===== src/rtl/nanjing_prg_ctrl.sv =====
// Nanjing PRG banking / protection register controller.
// Decodes CPU writes to $5000-$5FFF on the falling edge of M2 and holds the
// PRG bank, VRAM mode select, security latch and strobe/trigger state.
// Read-back data for $5xxx is a combinational mux of those registers.
module nanjing_prg_ctrl #(
    parameter logic [5:0] BOOT_BANK = 6'h0F,
    parameter logic [5:0] PROT_BANK = 6'h03,
    parameter logic [7:0] MAGIC_VAL = 8'h06,
    parameter logic [7:0] ID_VAL    = 8'h04,
    parameter logic [7:0] OPEN_VAL  = 8'hDB
) (
    input  logic        m2,
    input  logic        rst,
    input  logic        cpu_rw,
    input  logic [15:0] cpu_addr,
    input  logic [7:0]  cpu_data_in,
    output logic [7:0]  cpu_data_out,
    output logic        cpu_data_oe,
    output logic [5:0]  prg_bank,
    output logic        vram_mode,
    output logic        trigger,
    output logic        boot
);

    typedef enum logic {
        ST_BOOT = 1'b0,
        ST_RUN  = 1'b1
    } state_t;

    state_t     state;
    logic [7:0] security;
    logic [7:0] strobe;

    // Address decode
    logic       sel_5xxx;
    logic       wr;
    logic [1:0] reg_sel;
    logic       wr_5000;
    logic       wr_5100;
    logic       wr_5101;
    logic       wr_5200;
    logic       wr_5300;
    logic       magic_hit;
    logic       boot_exit;

    // Address bits that play no part in decoding; mirrors are intentional.
    logic       unused_addr_bits;
    assign unused_addr_bits = &{1'b0, cpu_addr[11], cpu_addr[7:1]};

    // Decode the CPU bus cycle into at most one register write strobe.
    always_comb begin
        sel_5xxx  = (cpu_addr[15:12] == 4'h5);
        wr        = ~cpu_rw & sel_5xxx;
        reg_sel   = cpu_addr[9:8];
        wr_5000   = wr & (reg_sel == 2'd0);
        wr_5100   = wr & (reg_sel == 2'd1) & ~cpu_addr[0];
        wr_5101   = wr & (reg_sel == 2'd1) &  cpu_addr[0];
        wr_5200   = wr & (reg_sel == 2'd2);
        wr_5300   = wr & (reg_sel == 2'd3);
        magic_hit = wr_5100 & (cpu_data_in == MAGIC_VAL);
        boot_exit = wr_5000 | wr_5200 | magic_hit;
    end

    // Register bank and BOOT/RUN state, all updated on the falling edge of M2.
    always_ff @(negedge m2) begin
        if (rst) begin
            state     <= ST_BOOT;
            prg_bank  <= BOOT_BANK;
            vram_mode <= 1'b0;
            security  <= '0;
            strobe    <= '0;
            trigger   <= 1'b0;
            boot      <= 1'b1;
        end else begin
            // While in BOOT the half of the bank not written by this access
            // stays at BOOT_BANK, so the exit edge leaves a defined bank.
            if (wr_5000) begin
                prg_bank[3:0] <= cpu_data_in[3:0];
                vram_mode     <= cpu_data_in[7];
                if (state == ST_BOOT) begin
                    prg_bank[5:4] <= BOOT_BANK[5:4];
                end
            end

            if (wr_5200) begin
                prg_bank[5:4] <= cpu_data_in[1:0];
                if (state == ST_BOOT) begin
                    prg_bank[3:0] <= BOOT_BANK[3:0];
                end
            end

            if (magic_hit) begin
                prg_bank <= PROT_BANK;
            end

            // Toggle is judged against the strobe value held before this write.
            if (wr_5101) begin
                if ((strobe != 8'h00) && (cpu_data_in == 8'h00)) begin
                    trigger <= ~trigger;
                end
                strobe <= cpu_data_in;
            end

            if (wr_5300) begin
                security <= cpu_data_in;
            end

            if ((state == ST_BOOT) && boot_exit) begin
                state <= ST_RUN;
                boot  <= 1'b0;
            end
        end
    end

    // Read-back mux for $5xxx reads.
    always_comb begin
        cpu_data_oe = cpu_rw & sel_5xxx;
        case (cpu_addr[10:8])
            3'd0:    cpu_data_out = ID_VAL;
            3'd1:    cpu_data_out = security;
            3'd5:    cpu_data_out = security & {8{trigger}};
            3'd7:    cpu_data_out = {2'b00, prg_bank};
            default: cpu_data_out = OPEN_VAL;
        endcase
    end

endmodule


===== config.mk =====
export PLATFORM = sky130hd
export DESIGN_NAME = nanjing_prg_ctrl
export DESIGN_NICKNAME = d
export VERILOG_FILES = /design/src/rtl/nanjing_prg_ctrl.sv
export SDC_FILE = /design/constraint.sdc
export NUM_CORES = 1
export LEC_CHECK = 0
export BUFFER_PORTS_ARGS = -buffer_cell sky130_fd_sc_hd__buf_2
export CORE_UTILIZATION = 50
export DETAILED_ROUTE_END_ITERATION = 8
export PLACE_DENSITY = 0.78
export SLEW_MARGIN = 40
export SYNTH_ARGS = -nofsm -noshare
export SYNTH_HDL_FRONTEND = slang
export SYNTH_SLANG_ARGS = --single-unit

===== constraint.sdc =====
create_clock -name m2 -period 2.4 [get_ports m2]
set_input_delay 0.12 -clock m2 [delete_from_list [all_inputs] [get_ports m2]]
set_output_delay 0.12 -clock m2 [all_outputs]
set_load 0.005 [all_outputs]

==> summary.txt <==
Worst setup path
  – Critical path's top delay family: flip-flops
  – Crit path max fanout: 8
  – Buffers and inverters on the worst path: 1
  – Critical Path, Cell by Cell: mux2_2 -> o22ai_2 -> a21oi_1 -> buf_2
  – Crit-path slowest cell: dfxtp_4
  – Req. time, crit path: between 2 and 2.5 ns
  – Crit path kind: reg -> out
  – Kind of end point of the critical path: output pin
  – CP max stage delay: 0.37 ns
  – Critical path arrival: approximately 2.6 ns
  – Startpoint types: register

Routing
  – DRT antenna net count: 0
  – Total wire length: 4100 µm
  – Met2 wire length: around 2100 µm
  – Via count: 1507
  – DR WL/cell: 15.8 µm
  – Final routed DRC violation total: 0
  – Via-to-Cell Ratio: between 5 and 6
  – 1st-iter DRT viols: 48
  – Top layer in use: met4
  – DRT Pass-1 Iters: 5
  – Wire length on met1: between 1500 and 2000 µm
  – Met3 WL: between 200 and 300 µm

Floorplanning
  – Die Area: 2810 µm²
  – Die X: about 53 µm
  – Core area: approximately 2500 µm²
  – Starting Density: a little over half
  – Num rows: 18
  – Io pins: 45
  – Die extent in y: 53.0 µm

Finish
  – Fin area: 1900 µm²
  – Nets: 258
  – Ant diodes: 0
  – Fillers: 187
  – Multi-input gate area: ~800 µm²
  – FF/Latch Area: approximately 530 µm²
  – Non-filler cells, final: 260
  – Ratio of cells with drive above 1 in the final layout: between 30% and 40%
  – Synth-to-Final Area Change: 46.3%

Logic synthesis
  – Synthesized netlist cell count: between 100 and 150
  – Predominant post-synthesis flop cell: dfxtp_1
  – Ys async rst share: 0%
  – Top post-synthesis cells by area: dfxtp_1 40%, mux2i_1 13%, nor2_1 6.6%
  – Synth unique cells: 34
  – Flops & latches, synth: 26
  – Count leader, synth: dfxtp_1
  – Sequential area share after synthesis: between 40% and 50%
  – Syn_nets: about 170
  – Yosys top cell area share: 40.0%
  – Synth warn: 0
  – Cell Area, Synth: between 1000 and 1500 µm²
  – Post-synth EDFFs: 0
  – Synth cell count leaders: 26 x dfxtp_1, 23 x nor2_1, 17 x mux2i_1
  – Syn_area_per_cell: 8.90 µm²
  – Most area-hungry cell type in the Yosys netlist: dfxtp_1

Global routing
  – Antenna violations before repair: 0
  – Global-route wire length before repair: around 6000 µm
  – Vias in the first global route: 1418
  – GRT Total Usage: a little under a third
  – Pin count of the biggest net entering global routing: 20
  – GRT overflow: 0

Power and ir drop
  – Power Density: 494 nW/µm²
  – LEAKAGE: 1.01 nW
  – Maximum vdd ir drop: around 0.00036 V

Placed design
  – Routability cong.: between 0.8 and 0.9
  – Placement Cell Area: approximately 1700 µm²
  – IO Port Bufs: 36
  – Place WS: -0.380 ns
  – Dpl cells: 228
  – Final HPWL DP: 2790 µm

Outcome
  – Failing checks: negative setup slack
  – Status: finished with violations

STA
  – PnR worst setup slack: -0.354 ns
  – Setup Skew: ~0.034 ns
  – Final setup violating endpoints: 9
  – Min Hold Slack: between 0.4 and 0.5 ns
  – RSZ-0062 raised after global routing: true
  – Slew margin rel.: roughly two thirds
  – Final hold vios: 0
  – Final slew viol count: 0
  – TNS Setup: -2.33 ns
  – Slew @ Worst Pin: roughly 0.52 ns

Clock network
  – Sink Count: 26
  – H-Tree Depth: 1
  – CTS Buf Count: 3
  – Root buffer cell: clkbuf_4
  – Worst-path clk slew: approximately 0.07 ns
  – CTS tree: yes
  – Skew-Pair Late Insertion Delay: around 0.42 ns
  – CTS max path bufs: 2

Flow run
  – Max-cap violations: 0

Min path
  – Min-Delay Path Class: reg -> reg
sequential cells by signal, summed over array words and instances (netlist names):
| signal | flops |
|---|---|
| trigger | 1 |
| strobe | 8 |
| prg_bank | 6 |
| state | 1 |
| security | 8 |
| vram_mode | 1 |
| boot | 1 |
worst paths after layout:
check | startpoint | end | slack (ns) | cells past startpoint
setup / recovery | trigger | cpu_data_out[1] | -0.35 | 4
hold / removal | boot | boot | 0.47 | 2
setup reg to reg | strobe[3] | trigger | 1.04 | 3
hold reg to reg | boot | boot | 0.47 | 2
cell families after synthesis:
family	Yosys count	synth area share, %
AO/OA/AOI/OAI	30	16.2
buffers and inverters	14	4.33
flip-flops	26	40.0
multiplexers	22	17.4
AND/OR/NAND/NOR	54	22.0
per-layer routing:
layer	track usage (%)	up-vias
met5	0	-
met4	16.2	0
met3	8.91	16
met2	54.0	75
met1	32.6	703
li1	-	713
layout make-up:
cell class                      instances  area share, %
Multi-Input combinational cell        106           42.3
Sequential cell                        26           27.6
Timing Repair Buffer                   65           20.9
Clock inverter                         27           5.39
Tap cell                               30           1.97
Clock buffer                            3           1.18
Inverter                                3          0.592
metrics by stage:
stage | total power, mW | utilization, %
floorplan | 0.566 | -
global placement | 0.626 | 68.8
detailed placement | 0.630 | 68.8
CTS | 0.931 | 76.1
global route | 1.00 | 76.8
finish | 0.939 | 76.8
report_power, final:
group          switching (mW)  total (mW)  internal (mW)
registers             0.00140       0.435          0.433
logic                  0.0706       0.131         0.0608
clock network           0.256       0.373          0.117
timing repair:
| item | 4_1_cts | 5_1_grt |
|---|---|---|
| resized for setup | 12 | 2 |
| hold buffers | 0 | 0 |
| setup endpoints to repair | 9 | 8 |
| buffers inserted | 2 | 1 |
| pin swaps | 12 | 0 |
| hold endpoints to repair | 0 | 0 |
| gates cloned | 0 | 0 |
worst reg2reg max path, delay by kind of cell, from the launching register on:
kind               cells  cell delay [ns]
AOI/OAI and AO/OA      1             0.16
DFF                    1             0.30
muxes                  1             0.32
and+or+nand+nor        1             0.50
layout by cell type (no fill, tap or decap), types with 3 or more instances in the layout:
cell / n
a21oi_1: 4
buf_2: 36
buf_4: 29
clkbuf_4: 3
dfxtp_1: 24
inv_1: 28
mux2_4: 3
mux2i_1: 17
nand2_1: 4
nand3_1: 5
nor2_1: 23
nor3_1: 6
nor4_1: 3
o21ai_1: 3
o22ai_1: 3
o22ai_2: 3
Note: power is estimated with default switching activity, not from simulation.
